$ cat config.mk
export PLATFORM = sky130hd
export DESIGN_NAME = axi_write_slave
export DESIGN_NICKNAME = d
export VERILOG_FILES = /design/src/rtl/axi_write_slave.sv
export SDC_FILE = /design/constraint.sdc
export NUM_CORES = 1
export LEC_CHECK = 0
export CAP_MARGIN = 40
export CORE_ASPECT_RATIO = 0.6
export CORE_MARGIN = 2
export CORE_UTILIZATION = 52
export CTS_CLUSTER_DIAMETER = 120
export DETAILED_ROUTE_END_ITERATION = 6
export PLACE_DENSITY = 0.88
export SLEW_MARGIN = 25
export SYNTH_ARGS = -nofsm -noshare
export SYNTH_HDL_FRONTEND = slang
export SYNTH_SLANG_ARGS = --single-unit
$ cat constraint.sdc
create_clock -name clk -period 4.7 [get_ports clk]
set_clock_uncertainty 0.05 [all_clocks]
set_input_delay 0.94 -clock clk [delete_from_list [all_inputs] [get_ports clk]]
set_output_delay 0.94 -clock clk [all_outputs]
set_load 0.02 [all_outputs]
$ cat src/rtl/axi_write_slave.sv
// AXI4 write-channel slave: one outstanding FIXED/INCR/WRAP burst onto a zero-latency memory write port.
// Optional macro AXI_WR_SLVERR_EN: SLVERR on illegal burst/size or wlast mismatch.
module axi_write_slave #(
   parameter int ADDR_WIDTH = 32,
   parameter int DATA_WIDTH = 32,
   parameter int ID_WIDTH   = 4
) (
   input  logic                    clk,
   input  logic                    rst,
   input  logic                    awvalid,
   output logic                    awready,
   input  logic [ID_WIDTH-1:0]     awid,
   input  logic [ADDR_WIDTH-1:0]   awaddr,
   input  logic [7:0]              awlen,
   input  logic [2:0]              awsize,
   input  logic [1:0]              awburst,
   input  logic                    wvalid,
   output logic                    wready,
   input  logic [DATA_WIDTH-1:0]   wdata,
   input  logic [DATA_WIDTH/8-1:0] wstrb,
   input  logic                    wlast,
   output logic                    bvalid,
   input  logic                    bready,
   output logic [ID_WIDTH-1:0]     bid,
   output logic [1:0]              bresp,
   output logic                    mem_write_en,
   output logic [ADDR_WIDTH-1:0]   mem_addr,
   output logic [DATA_WIDTH-1:0]   mem_wdata,
   output logic [DATA_WIDTH/8-1:0] mem_wstrb
);

   localparam int STRB_W = DATA_WIDTH / 8;

   typedef enum logic [1:0] {
      S_IDLE,
      S_DATA,
      S_RESP
   } state_t;

   state_t                state_q;
   logic                  awready_q;
   logic                  wready_q;
   logic                  bvalid_q;
   logic [1:0]            bresp_q;
   logic [ID_WIDTH-1:0]   id_q;
   logic [ADDR_WIDTH-1:0] cur_addr_q;
   logic [7:0]            len_q;
   logic [7:0]            beat_cnt_q;
   logic [2:0]            size_q;
   logic [1:0]            burst_q;

   logic                  beat;
   logic                  last_beat;
   logic                  resp_err;
   logic [ADDR_WIDTH-1:0] incr;
   logic [ADDR_WIDTH-1:0] wrap_mask;
   logic [ADDR_WIDTH-1:0] next_addr_d;

   assign beat      = wvalid & wready_q;
   assign last_beat = (beat_cnt_q == len_q);
   assign incr      = ADDR_WIDTH'(1) << size_q;
   assign wrap_mask = ((ADDR_WIDTH'(len_q) + ADDR_WIDTH'(1)) << size_q)
                      - ADDR_WIDTH'(1);

   // WRAP keeps the upper bits of the aligned window and wraps the offset.
   always_comb begin
      next_addr_d = cur_addr_q + incr;
      case (burst_q)
         2'b00:   next_addr_d = cur_addr_q;
         2'b10:   next_addr_d = (cur_addr_q & ~wrap_mask)
                              | ((cur_addr_q + incr) & wrap_mask);
         default: next_addr_d = cur_addr_q + incr;
      endcase
   end

`ifdef AXI_WR_SLVERR_EN
   localparam int LG_STRB = $clog2(STRB_W);

   logic ill_q;
   logic err_q;
   logic aw_ill;
   logic wl_err;

   assign aw_ill   = (awburst == 2'b11) | (awsize > 3'(LG_STRB));
   assign wl_err   = beat & (wlast != last_beat);
   assign resp_err = err_q | wl_err;
   assign mem_write_en = beat & ~ill_q;

   always_ff @(posedge clk or posedge rst) begin
      if (rst) begin
         ill_q <= 1'b0;
         err_q <= 1'b0;
      end else if (state_q == S_IDLE) begin
         if (awvalid & awready_q) begin
            ill_q <= aw_ill;
            err_q <= aw_ill;
         end else begin
            ill_q <= 1'b0;
            err_q <= 1'b0;
         end
      end else if (wl_err) begin
         err_q <= 1'b1;
      end
   end
`else
   logic unused_wlast;

   assign unused_wlast = wlast;
   assign resp_err     = 1'b0;
   assign mem_write_en = beat;
`endif

   assign awready   = awready_q;
   assign wready    = wready_q;
   assign bvalid    = bvalid_q;
   assign bid       = id_q;
   assign bresp     = bresp_q;
   assign mem_addr  = cur_addr_q;
   assign mem_wdata = mem_write_en ? wdata : '0;
   assign mem_wstrb = mem_write_en ? wstrb : '0;

   always_ff @(posedge clk or posedge rst) begin
      if (rst) begin
         state_q    <= S_IDLE;
         awready_q  <= 1'b0;
         wready_q   <= 1'b0;
         bvalid_q   <= 1'b0;
         bresp_q    <= 2'b00;
         id_q       <= '0;
         cur_addr_q <= '0;
         len_q      <= '0;
         beat_cnt_q <= '0;
         size_q     <= '0;
         burst_q    <= '0;
      end else begin
         case (state_q)
            S_IDLE: begin
               awready_q <= 1'b1;
               if (awvalid & awready_q) begin
                  awready_q  <= 1'b0;
                  wready_q   <= 1'b1;
                  id_q       <= awid;
                  cur_addr_q <= awaddr;
                  len_q      <= awlen;
                  size_q     <= awsize;
                  burst_q    <= awburst;
                  beat_cnt_q <= '0;
                  state_q    <= S_DATA;
               end
            end
            S_DATA: begin
               if (beat) begin
                  cur_addr_q <= next_addr_d;
                  beat_cnt_q <= beat_cnt_q + 8'd1;
                  if (last_beat) begin
                     wready_q <= 1'b0;
                     bvalid_q <= 1'b1;
                     bresp_q  <= resp_err ? 2'b10 : 2'b00;
                     state_q  <= S_RESP;
                  end
               end
            end
            S_RESP: begin
               if (bready) begin
                  bvalid_q  <= 1'b0;
                  awready_q <= 1'b1;
                  state_q   <= S_IDLE;
               end
            end
            default: begin
               state_q <= S_IDLE;
            end
         endcase
      end
   end

endmodule

**Yosys cells after proc, flatten, opt, wreduce, memory -nomap -nowiden**

Index checks and enable logic that the tools add are counted.
Widths: inputs -> output; s select.

- Bitwise gates (word level): 6
- Mux-type cells: 25
- Shift-type cells: 2
- Add/sub/neg operators: 4
- Reductions and logical operators: 12
- Equality and inequality tests: 9

Operators with widths:

| cell | count |
|---|---|
| $pmux 32 s2 | 2 |
| $mux 32 | 3 |
| $and 32x32->32 | 2 |
| $add 32x32->32 | 1 |
| $not 32->32 | 1 |
| $or 32x32->32 | 1 |
| $shl 1x3->32 const A | 1 |
| $shl 9x3->32 | 1 |
| $sub 32x1->32 const B | 1 |
| $mux 8 | 2 |
| $pmux 8 s2 | 1 |
| $reduce_and 4->1 | 4 |
| $ne 2x2->1 const B | 5 |
| $add 8x1->9 const B | 1 |
| $add 8x1->8 const B | 1 |
| $eq 8x8->1 | 1 |
| $mux 1 | 8 |
| $mux 2 | 4 |
| $pmux 1 s2 | 3 |
| $pmux 2 s3 | 1 |
| $reduce_bool 2->1 | 3 |
| $eq 2x2->1 const B | 2 |
| $logic_not 2->1 | 2 |
| $mux 4 | 1 |
| other kinds (4) | 6 |

- Register bits after elaboration: 62
- Logic and storage cells: 68

**Longest topological paths before layout**

Gate-level depths: netlist (run 1).

- Word-level depth: 9
- Mapped depth: 15
- Depth with buffers taken out: 13

**Least setup slack after synthesis (run 1)**

Ideal clock, no wire load.

- Path type: flip-flop to flip-flop
- From: register len_q[0]
- To: register (tool-made name)
- Period minus slack after synthesis: 3024 ps
- Arrival: 2897 ps
- Required time: 4573 ps
- Stages on the path, launching flop included: 14
- Setup slack: 1676 ps
- Buffers on the path: 1
- Path through: dfrtp_1 -> ha_1 -> buf_6 -> xor2_1 -> o211a_1 -> a211o_1 -> a22o_1 -> a2111oi_4 -> and2_2 -> and3_1 -> ha_1 -> a21oi_1 -> o22ai_1 -> a21oi_1

RTL lines:

| what | line | RTL |
|---|---|---|
| start: declaration | 47 | `logic [7:0] len_q;` |
| start signal: assignment | 144 | `len_q <= awlen;` |

==> results.yml, run 1 <==
outcome:
  status: "completed"
layout:
  areaGrowthSynthToFinish_pct: 34.97
  mostFrequentLayoutCells: "clkdlybuf4s50_1 (165), nand2_1 (99), dfrtp_1 (62)"
  postLayoutCellArea_mm2: 0.007393
  final_common_cell: "clkdlybuf4s50_1"
  diodes: 0
  finish.net_count: 943
  multi_input_area_mm2: 0.003520
  drive_gt1_share_pct: 7.701
  seq_area_mm2: 0.001551
  finalNonFillerCells: 979
  fillers: 738
route:
  viasPerCell: 6.300
  drtIter0Drc: 759
  ant_nets: 0
  drt-total-wl_um: 18900
  first_pass_iters: 6
  wl_per_cell_um: 19.30
  vias: 6168
  drc_errors: 0
power:
  ir_drop_mv: 0.3703
  power.share.clock_pct: 12.4
  p_leak_uw: 0.003125
  internal_power_uw: 2443
  p_seq_share_pct: 23.0
  p_sw_share_pct: 50.91
  combPwrFrac_pct: 64.6
  p_per_area_mw_per_mm2: 673.0
  p_sw_uw: 2533
critical_path:
  cp_max_fo: 15
  r2r-start: "size_q[1]$_DFFE_PP0P_"
  crit_buf_inv: 3
  critPathSlowestCell: "dfrtp_1"
  r2r_slack_ns: 0.86
  max_stage_delay_ns: 0.56
  arrival_ns: 4.00
  worstPathRequired_ns: 4.86
  critPathKind: "reg2reg"
  crit_chain: "buf_4, nor3_2, ha_1, inv_1, fa_1, nor2b_1, o2111ai_1, nand3_1, nand3_1, buf_4, nor2_1, and3_1, o21ai_0, a32oi_1, o211ai_1"
  crit_family: "simple AND/OR/NAND/NOR gates"
  end_kind: "flip-flop"
  ff2ff_path_depth: 15
  startpoint_type: "flip-flop"
global_route:
  busiest_layer: "met2"
  grt_use_met3_pct: 8.743
  grt_pass1_vias: 5913
  globalRouteMet2Util_pct: 50.50
  grt_usage_pct: 33.51
  grt_overflow: 0
  grtUsageMet1_pct: 46.35
  grt_start_max_net_pins: 51
  grt_first_pass_wirelength_um: 30410
  antenna_found_initial: 0
timing:
  fmax_mhz: 260.4
  slew_viol_final: 0
  timing.setup.tns_ns: 0
  layout_setup_ws_ns: 0.8592
  grt_setup_unrepaired: "false"
  setup_viol: 0
  hold_slack_ns: 0.4232
  hold_viol: 0
  fin_crit_sh_pct: 81.72
  worst_pin_slew_ns: 0.6799
  period_minus_slack_ns: 3.841
  slew_headroom_pct: 54.26
placed_design:
  place_ws_ns: 0.9009
  placed_cell_area_mm2: 0.007103
  io_buffer_count: 165
  hpwl_um: 14060
  gp_congestion: 0.9319
  dp_cells: 961
cts:
  cts_made_buffers: 9
  clk_latency_ns: 0.35
  clockRootBuffer: "clkbuf_16"
  cts_resized: 0
  htreeDepth: 3
  post-cts-setup-buffers: 0
  clkSinkCount: 62
  clk_pin_slew_ns: 0.06
  cts_tree: "built"
  cts_buffer_depth: 2
  hold_buffers: 0
yosys:
  yosysUniqueCellTypes: 83
  async_flop_share_pct: 100.0
  synth_flop_cell: "dfrtp_1"
  avgSynthCellArea_um2: 7.893
  ys_warn_count: 0
  synth_cells: 694
  synth-seq-cells: 62
  ys_seq_area_share_pct: 28.32
  synth_area_mm2: 0.005478
  synth_edf_count: 0
floorplan:
  fp.dieH_um: 83.50
  start_util_pct: 54.48
  die_area_mm2: 0.01140
  ios: 169
  die_x_um: 136.5
  core_mm2: 0.01005
  rows: 28
hold_path:
  worstHoldPathCells: 2
  hold_start: "bid[3]$_DFFE_PP0P_"
  hold-path-endpoint: "bid[3]$_DFFE_PP0P_"
  hold_path.class: "reg2reg"
job:
  cap_violations: 0
power groups by stage:
stage | sequential [µW] | clock (µW) | combinational [µW]
final | 1140 | 616 | 3220
after global routing | 1180 | 646 | 3470
after CTS | 1150 | 619 | 3100
after detailed placement | 1160 | 0 | 3070
after global placement | 1140 | 0 | 2970
after floorplan | 1130 | 0 | 2160
how the worst max path moves through the flow:
stage / depth (start not counted) / startpoint / slack [ns] / end
4_1_cts: 12 / size_q[0]$_DFFE_PP0P_ / 0.97 / flip-flop
6_report: 15 / size_q[1]$_DFFE_PP0P_ / 0.86 / flip-flop
2_1_floorplan: 13 / len_q[0]$_DFFE_PP0P_ / 1.68 / flip-flop
5_1_grt: 12 / size_q[0]$_DFFE_PP0P_ / 0.54 / flip-flop
3_5_place_dp: 8 / wvalid / 0.90 / flip-flop
3_3_place_gp: 8 / wvalid / 1.02 / flip-flop
synthesized netlist by cell type, types with 4 or more instances:
library cell,count,share of area (%)
nand2_1,99,6.8
clkbuf_1,25,1.7
o21ai_0,40,3.7
mux2i_1,4,0.73
nand4_1,8,0.91
o21ai_1,5,0.46
mux2_2,5,1.0
a22oi_1,8,1.1
o22ai_1,11,1.3
a211oi_1,9,1.2
inv_1,15,1.0
a31oi_1,14,1.6
nor2_1,58,4.0
and3_1,47,5.4
o31ai_1,5,0.69
dfrtp_1,62,28
xor2_1,16,2.6
o21a_1,4,0.55
a32oi_1,5,0.80
buf_2,6,0.55
xnor2_1,20,3.2
o211a_1,4,0.73
nand3_1,26,2.4
o211ai_1,10,1.4
nand2b_1,8,0.91
and4_1,5,0.80
ha_1,12,2.7
clkbuf_8,5,1.3
a21o_1,4,0.55
buf_6,11,2.3
nor3_1,21,1.9
nor2b_1,7,0.80
a21oi_1,40,3.7
worst reg2reg max path: cells and delay by family, from the launching register on:
family,cells,cell delay [ns]
and+or+nand+nor,6,1.41
adders and majority gates,2,0.63
DFF,1,0.56
buffers and inverters,3,0.52
AOI/OAI and AO/OA,4,0.55
layout make-up:
class / count / share of cell area (%)
multi-input cells: 565 / 47.61
repair buffers: 184 / 24.64
flip-flops and latches: 62 / 20.98
clock buffers: 10 / 3.097
well taps: 135 / 2.285
inverters: 17 / 0.8631
clock inverters: 6 / 0.5246
through the flow:
stage,util [%],power (µW)
5_1_grt,73.53,5298
3_3_place_gp,70.37,4114
6_report,73.53,4976
2_1_floorplan,-,3295
3_5_place_dp,70.64,4232
4_1_cts,73.31,4868
routing by layer:
metal | vias up | share of wire (%)
met3 | 56 | 11
li1 | 2832 | -
met2 | 418 | 44
met4 | 0 | 2.6
met5 | - | 0
met1 | 2862 | 42
cell families (layout without fill, tap and decap cells):
kind of cell / after synthesis / in the layout / synth area share [%]
simple gates: 302 / 302 / 27.48
compound gates: 202 / 202 / 25.72
buf+inv: 68 / 217 / 7.492
flops: 62 / 62 / 28.32
xor+xnor: 37 / 37 / 6.053
fa+ha+maj: 13 / 13 / 3.106
mux: 9 / 9 / 1.759
other cells: 1 / 2 / 0.06846
Note: power is estimated with default switching activity, not from simulation.
==> inputs of run 2 (changes only) <==
--- a/config.mk
+++ b/config.mk
@@ -8,10 +8,10 @@
 export CAP_MARGIN = 40
 export CORE_ASPECT_RATIO = 0.6
 export CORE_MARGIN = 2
-export CORE_UTILIZATION = 52
+export CORE_UTILIZATION = 48
 export CTS_CLUSTER_DIAMETER = 120
 export DETAILED_ROUTE_END_ITERATION = 6
-export PLACE_DENSITY = 0.88
+export PLACE_DENSITY = 0.82
 export SLEW_MARGIN = 25
 export SYNTH_ARGS = -nofsm -noshare
 export SYNTH_HDL_FRONTEND = slang
==> constraint.sdc (replaced) <==
create_clock -name clk -period 3.88 [get_ports clk]
set_clock_uncertainty 0.05 [all_clocks]
set_input_delay 0.776 -clock clk [delete_from_list [all_inputs] [get_ports clk]]
set_output_delay 0.776 -clock clk [all_outputs]
set_load 0.02 [all_outputs]
==> run 2 against run 1 <==
Compared with the run above: combinational power up 24%; global-route usage is 2.1 points lower; wire length increased by 1.3%; register-to-register slack worse by 0.63 ns.
==> results.yml, run 2 (synthesized netlist as in run 1, its figures left out) <==
cts:
  cts_tree: "built"
  hold_buffers: 0
  clockRootBuffer: "clkbuf_16"
  clk_latency_ns: 0.34
  cts_made_buffers: 9
  htreeDepth: 3
  post-cts-setup-buffers: 0
  clk_pin_slew_ns: 0.06
  cts_buffer_depth: 2
  clkSinkCount: 62
  cts_resized: 0
critical_path:
  cpMostUsedCell: "nand3_1"
  r2r_slack_ns: 0.23
  critPathKind: "reg2reg"
  end_kind: "flip-flop"
  ff2ff_path_depth: 13
  arrival_ns: 3.80
  cp_max_fo: 19
  startpoint_type: "flip-flop"
  critPathSlowestCell: "dfrtp_1"
  max_stage_delay_ns: 0.64
  r2r-start: "size_q[1]$_DFFE_PP0P_"
  crit_chain: "nor3_4, ha_1, inv_1, fa_1, nor2b_1, o2111ai_1, nand3_1, nand3_1, nor2_2, and3_1, o21ai_0, a32oi_1, o211ai_1"
  worstPathRequired_ns: 4.03
hold_path:
  worstHoldPathCells: 2
  hold_start: "bid[0]$_DFFE_PP0P_"
  hold_path.class: "reg2reg"
  hold-path-endpoint: "bid[0]$_DFFE_PP0P_"
global_route:
  grt_usage_pct: 31.45
  grt_overflow: 0
  antenna_found_initial: 0
  grt_pass1_vias: 6036
  grt_first_pass_wirelength_um: 30570
  grt_start_max_net_pins: 49
floorplan:
  fp.dieH_um: 86.75
  rows: 30
  ios: 169
  die_area_mm2: 0.01231
  core_mm2: 0.01122
  start_util_pct: 48.81
  die_x_um: 141.9
route:
  drc_errors: 0
  ant_nets: 0
  vias: 6191
  first_pass_iters: 5
  wl_per_cell_um: 19.16
  drtIter0Drc: 577
  drt-total-wl_um: 19140
  viasPerCell: 6.197
timing:
  setup_viol: 0
  slew_viol_final: 0
  timing.setup.tns_ns: 0
  slew_headroom_pct: 52.96
  grt_setup_unrepaired: "false"
  hold_viol: 0
  worst_pin_slew_ns: 0.7056
  fmax_mhz: 274.1
  period_minus_slack_ns: 3.649
  fin_crit_sh_pct: 94.04
  layout_setup_ws_ns: 0.2312
layout:
  multi_input_area_mm2: 0.003528
  drive_gt1_share_pct: 9.123
  final_core_util_pct: 67.34
  diodes: 0
  final_common_cell: "clkdlybuf4s50_1"
  fillers: 861
  areaGrowthSynthToFinish_pct: 37.96
  mostFrequentLayoutCells: "clkdlybuf4s50_1 (165), nand2_1 (99), dfrtp_1 (62)"
  seq_area_mm2: 0.001551
  finish.net_count: 955
job:
  cap_violations: 0
power:
  p_per_area_mw_per_mm2: 820.8
  ir_drop_mv: 0.3880
  power_uw: 6203
  p_leak_uw: 0.003215
placed_design:
  gp_congestion: 0.9082
  place_ws_ns: 0.3313
  hpwl_um: 14330
  io_buffer_count: 165
outcome:
  status: "completed"
==> run 2: final cells by class <==
class                      instances  share of cell area [%]
multi-input combinational        565                   46.69
timing repair buffer             196                   25.46
sequential                        62                   20.53
clock buffer                      12                   3.526
tap                              144                   2.384
inverter                          17                  0.8444
clock inverter                     3                  0.5629
==> run 2: power by group <==
part	internal (µW)	leakage, µW	switching, µW	total (µW)
Clock	545	0.000151	300	844
Sequential	919	0.000772	464	1380
Combinational	1690	0.00229	2290	3980
Total	3150	0.00321	3050	6200
==> run 2: how the worst max path moves through the flow <==
stage / startpoint / endpoint / slack [ns] / cells after the start
after floorplan: len_q[0]$_DFFE_PP0P_ / flip-flop / 0.86 / 13
after global placement: size_q[1]$_DFFE_PP0P_ / flip-flop / 0.47 / 13
after detailed placement: size_q[1]$_DFFE_PP0P_ / flip-flop / 0.33 / 13
after CTS: size_q[1]$_DFFE_PP0P_ / flip-flop / 0.24 / 13
after global routing: size_q[1]$_DFFE_PP0P_ / flip-flop / 0.03 / 13
final: size_q[1]$_DFFE_PP0P_ / flip-flop / 0.23 / 13
==> run 2: through the flow <==
stage / instances / hold WS, ns / area (µm²)
6_report: 999 / 0.4362 / 7557
2_1_floorplan: 695 / 0.4232 / 5482
3_5_place_dp: 982 / 0.4193 / 7217
5_1_grt: 999 / 0.4756 / 7557
3_3_place_gp: 980 / 0.4118 / 7169
4_1_cts: 997 / 0.4347 / 7526
==> run 2: critical path, delay by kind of cell, from the launching register on <==
kind            cells  cell delay, ns
simple gates        6            1.48
flops               1            0.64
buf+inv             1            0.07
compound gates      4            0.59
fa+ha+maj           2            0.68
==> run 2: per-layer routing <==
metal | global-route usage [%] | up-vias | part of all wire, %
met2 | 49.16 | 383 | 45
met5 | 0 | - | 0
met3 | 8.122 | 43 | 11
met1 | 42.99 | 2908 | 42
met4 | 10.00 | 0 | 2.0
li1 | - | 2857 | -
==> inputs of run 3 (changes only) <==
--- a/config.mk
+++ b/config.mk
@@ -8,10 +8,12 @@
 export CAP_MARGIN = 40
 export CORE_ASPECT_RATIO = 0.6
 export CORE_MARGIN = 2
-export CORE_UTILIZATION = 48
+export CORE_UTILIZATION = 49
+export CTS_BUF_LIST = sky130_fd_sc_hd__clkbuf_8
 export CTS_CLUSTER_DIAMETER = 120
 export DETAILED_ROUTE_END_ITERATION = 6
-export PLACE_DENSITY = 0.82
+export GPL_TIMING_DRIVEN = 0
+export PLACE_DENSITY = 0.83
 export SLEW_MARGIN = 25
 export SYNTH_ARGS = -nofsm -noshare
 export SYNTH_HDL_FRONTEND = slang
==> constraint.sdc (replaced) <==
create_clock -name clk -period 4.1 [get_ports clk]
set_clock_uncertainty 0.05 [all_clocks]
set_input_delay 0.82 -clock clk [delete_from_list [all_inputs] [get_ports clk]]
set_output_delay 0.82 -clock clk [all_outputs]
set_load 0.02 [all_outputs]
==> run 3 against run 2 <==
Compared with the run above: sequential share of layout area about the same; worst setup slack better by 0.060 ns; fmax down 4.2%; register-to-register slack better by 0.06 ns.
==> results.yml, run 3 (synthesized netlist as in run 1, its figures left out) <==
layout:
  mostFrequentLayoutCells: "clkdlybuf4s50_1 (165), nand2_1 (99), dfrtp_1 (62)"
  areaGrowthSynthToFinish_pct: 38.08
  fillers: 874
  finish.net_count: 977
  diodes: 0
  drive_gt1_share_pct: 8.428
  final_common_cell: "clkdlybuf4s50_1"
cts:
  clkSinkCount: 62
  clk_latency_ns: 0.36
  hold_buffers: 0
  clockRootBuffer: "clkbuf_8"
  cts_tree: "built"
  post-cts-setup-buffers: 0
  clk_pin_slew_ns: 0.08
  htreeDepth: 3
  cts_made_buffers: 9
  cts_buffer_depth: 2
  cts_resized: 0
power:
  p_leak_uw: 0.003204
  internal_power_uw: 2845
  p_sw_uw: 2971
  p_seq_share_pct: 20.1
  p_sw_share_pct: 51.08
  combPwrFrac_pct: 69.1
  power.share.clock_pct: 10.8
  p_per_area_mw_per_mm2: 769.0
  ir_drop_mv: 0.4917
  power_uw: 5816
job:
  cap_violations: 0
timing:
  worst_pin_slew_ns: 0.8115
  fin_crit_sh_pct: 92.91
  hold_viol: 0
  grt_setup_unrepaired: "false"
  fmax_mhz: 262.5
  slew_headroom_pct: 45.90
  period_minus_slack_ns: 3.809
  slew_viol_final: 0
  timing.setup.tns_ns: 0
  setup_viol: 0
placed_design:
  gp_congestion: 0.9751
  io_buffer_count: 165
  hpwl_um: 16020
global_route:
  grt_usage_pct: 34.18
  grt_overflow: 0
  antenna_found_initial: 0
  grt_pass1_vias: 6003
  grt_first_pass_wirelength_um: 32220
  grt_start_max_net_pins: 45
route:
  ant_nets: 0
  wl_per_cell_um: 20.28
  drt-total-wl_um: 20630
  vias: 6372
  first_pass_iters: 5
  viasPerCell: 6.265
  drc_errors: 0
  drtIter0Drc: 703
outcome:
  status: "completed"
critical_path:
  end_kind: "flip-flop"
  startpoint_type: "flip-flop"
  worstPathRequired_ns: 4.28
  arrival_ns: 3.99
  cp_max_fo: 10
  critPathKind: "reg2reg"
  r2r_slack_ns: 0.29
floorplan:
  die_area_mm2: 0.01207
  rows: 29
  die_x_um: 140.5
  fp.dieH_um: 85.90
  ios: 169
  start_util_pct: 51.00
  core_mm2: 0.01074
hold_path:
  hold_path.class: "reg2reg"
==> run 3: cell types whose count changed in the layout (fill, tap and decap cells not counted), sizes merged <==
cell / previous run / this run
clkinv: 3 / 4
inv: 15 / 17
bufinv: 1 / 2
clkbuf: 12 / 40
buf: 31 / 22
==> run 3: metal layers <==
layer | track usage (%) | vias up | wire length, µm
li1 | - | 2911 | -
met1 | 48.00 | 3010 | 9202
met2 | 53.57 | 408 | 8913
met3 | 8.989 | 43 | 2182
met4 | 7.545 | 0 | 330
met5 | 0 | - | 0
==> run 3: worst paths after layout <==
kind / start / to / cells after the start
setup / recovery: size_q[2]$_DFFE_PP0P_ / flip-flop / 14
setup reg to reg: size_q[2]$_DFFE_PP0P_ / flip-flop / 14
hold / removal: bid[1]$_DFFE_PP0P_ / bid[1]$_DFFE_PP0P_ / 2
min in group asynchronous: rst / bid[0]$_DFFE_PP0P_ / 2
max in group asynchronous: rst / beat_cnt_q[1]$_DFFE_PP0P_ / 3
hold reg to reg: bid[1]$_DFFE_PP0P_ / bid[1]$_DFFE_PP0P_ / 2
==> run 3: final cells by class <==
| cell class | instances | area [µm²] | area share (%) |
|---|---|---|---|
| buffer | 51 | 346.6 | 4.582 |
| clock buffer | 9 | 123.9 | 1.638 |
| clock inverter | 7 | 97.59 | 1.290 |
| inverter | 17 | 66.31 | 0.8768 |
| multi-input combinational | 565 | 3520 | 46.53 |
| sequential | 62 | 1551 | 20.51 |
| tap | 139 | 173.9 | 2.299 |
| timing repair buffer | 167 | 1684 | 22.27 |
==> run 3: stage by stage <==
stage               hold slack [ns]  setup slack [ns]  instances  util (%)  instance area, µm²
floorplan                    0.4232             1.076        695         -                5482
global placement             0.4107            0.3418        999     68.03                7307
detailed placement           0.4121            0.2975       1001     68.36                7342
CTS                          0.4314            0.4606       1017     70.42                7564
global route                 0.4538           0.04420       1017     70.42                7564
finish                       0.4267            0.2908       1017     70.42                7564
==> run 3: critical path: stages, from the launching register on <==
cell       delay [ns]
dfrtp_1          0.35
clkbuf_8         0.17
clkbuf_1         0.43
buf_6            0.22
nor2_1           0.07
ha_1             0.35
nor2b_1          0.26
o2111ai_1        0.19
nand3_1          0.22
nand3_1          0.35
nor2_1           0.43
and3_1           0.23
o21ai_0          0.08
a32oi_1          0.17
o211ai_1         0.11
==> run 3: power groups by stage <==
stage,logic [µW],registers [µW],clock network (µW)
finish,4020,1170,630
global placement,3820,1150,0
CTS,3920,1160,633
detailed placement,3900,1160,0
floorplan,2480,1300,0
global route,4290,1200,657
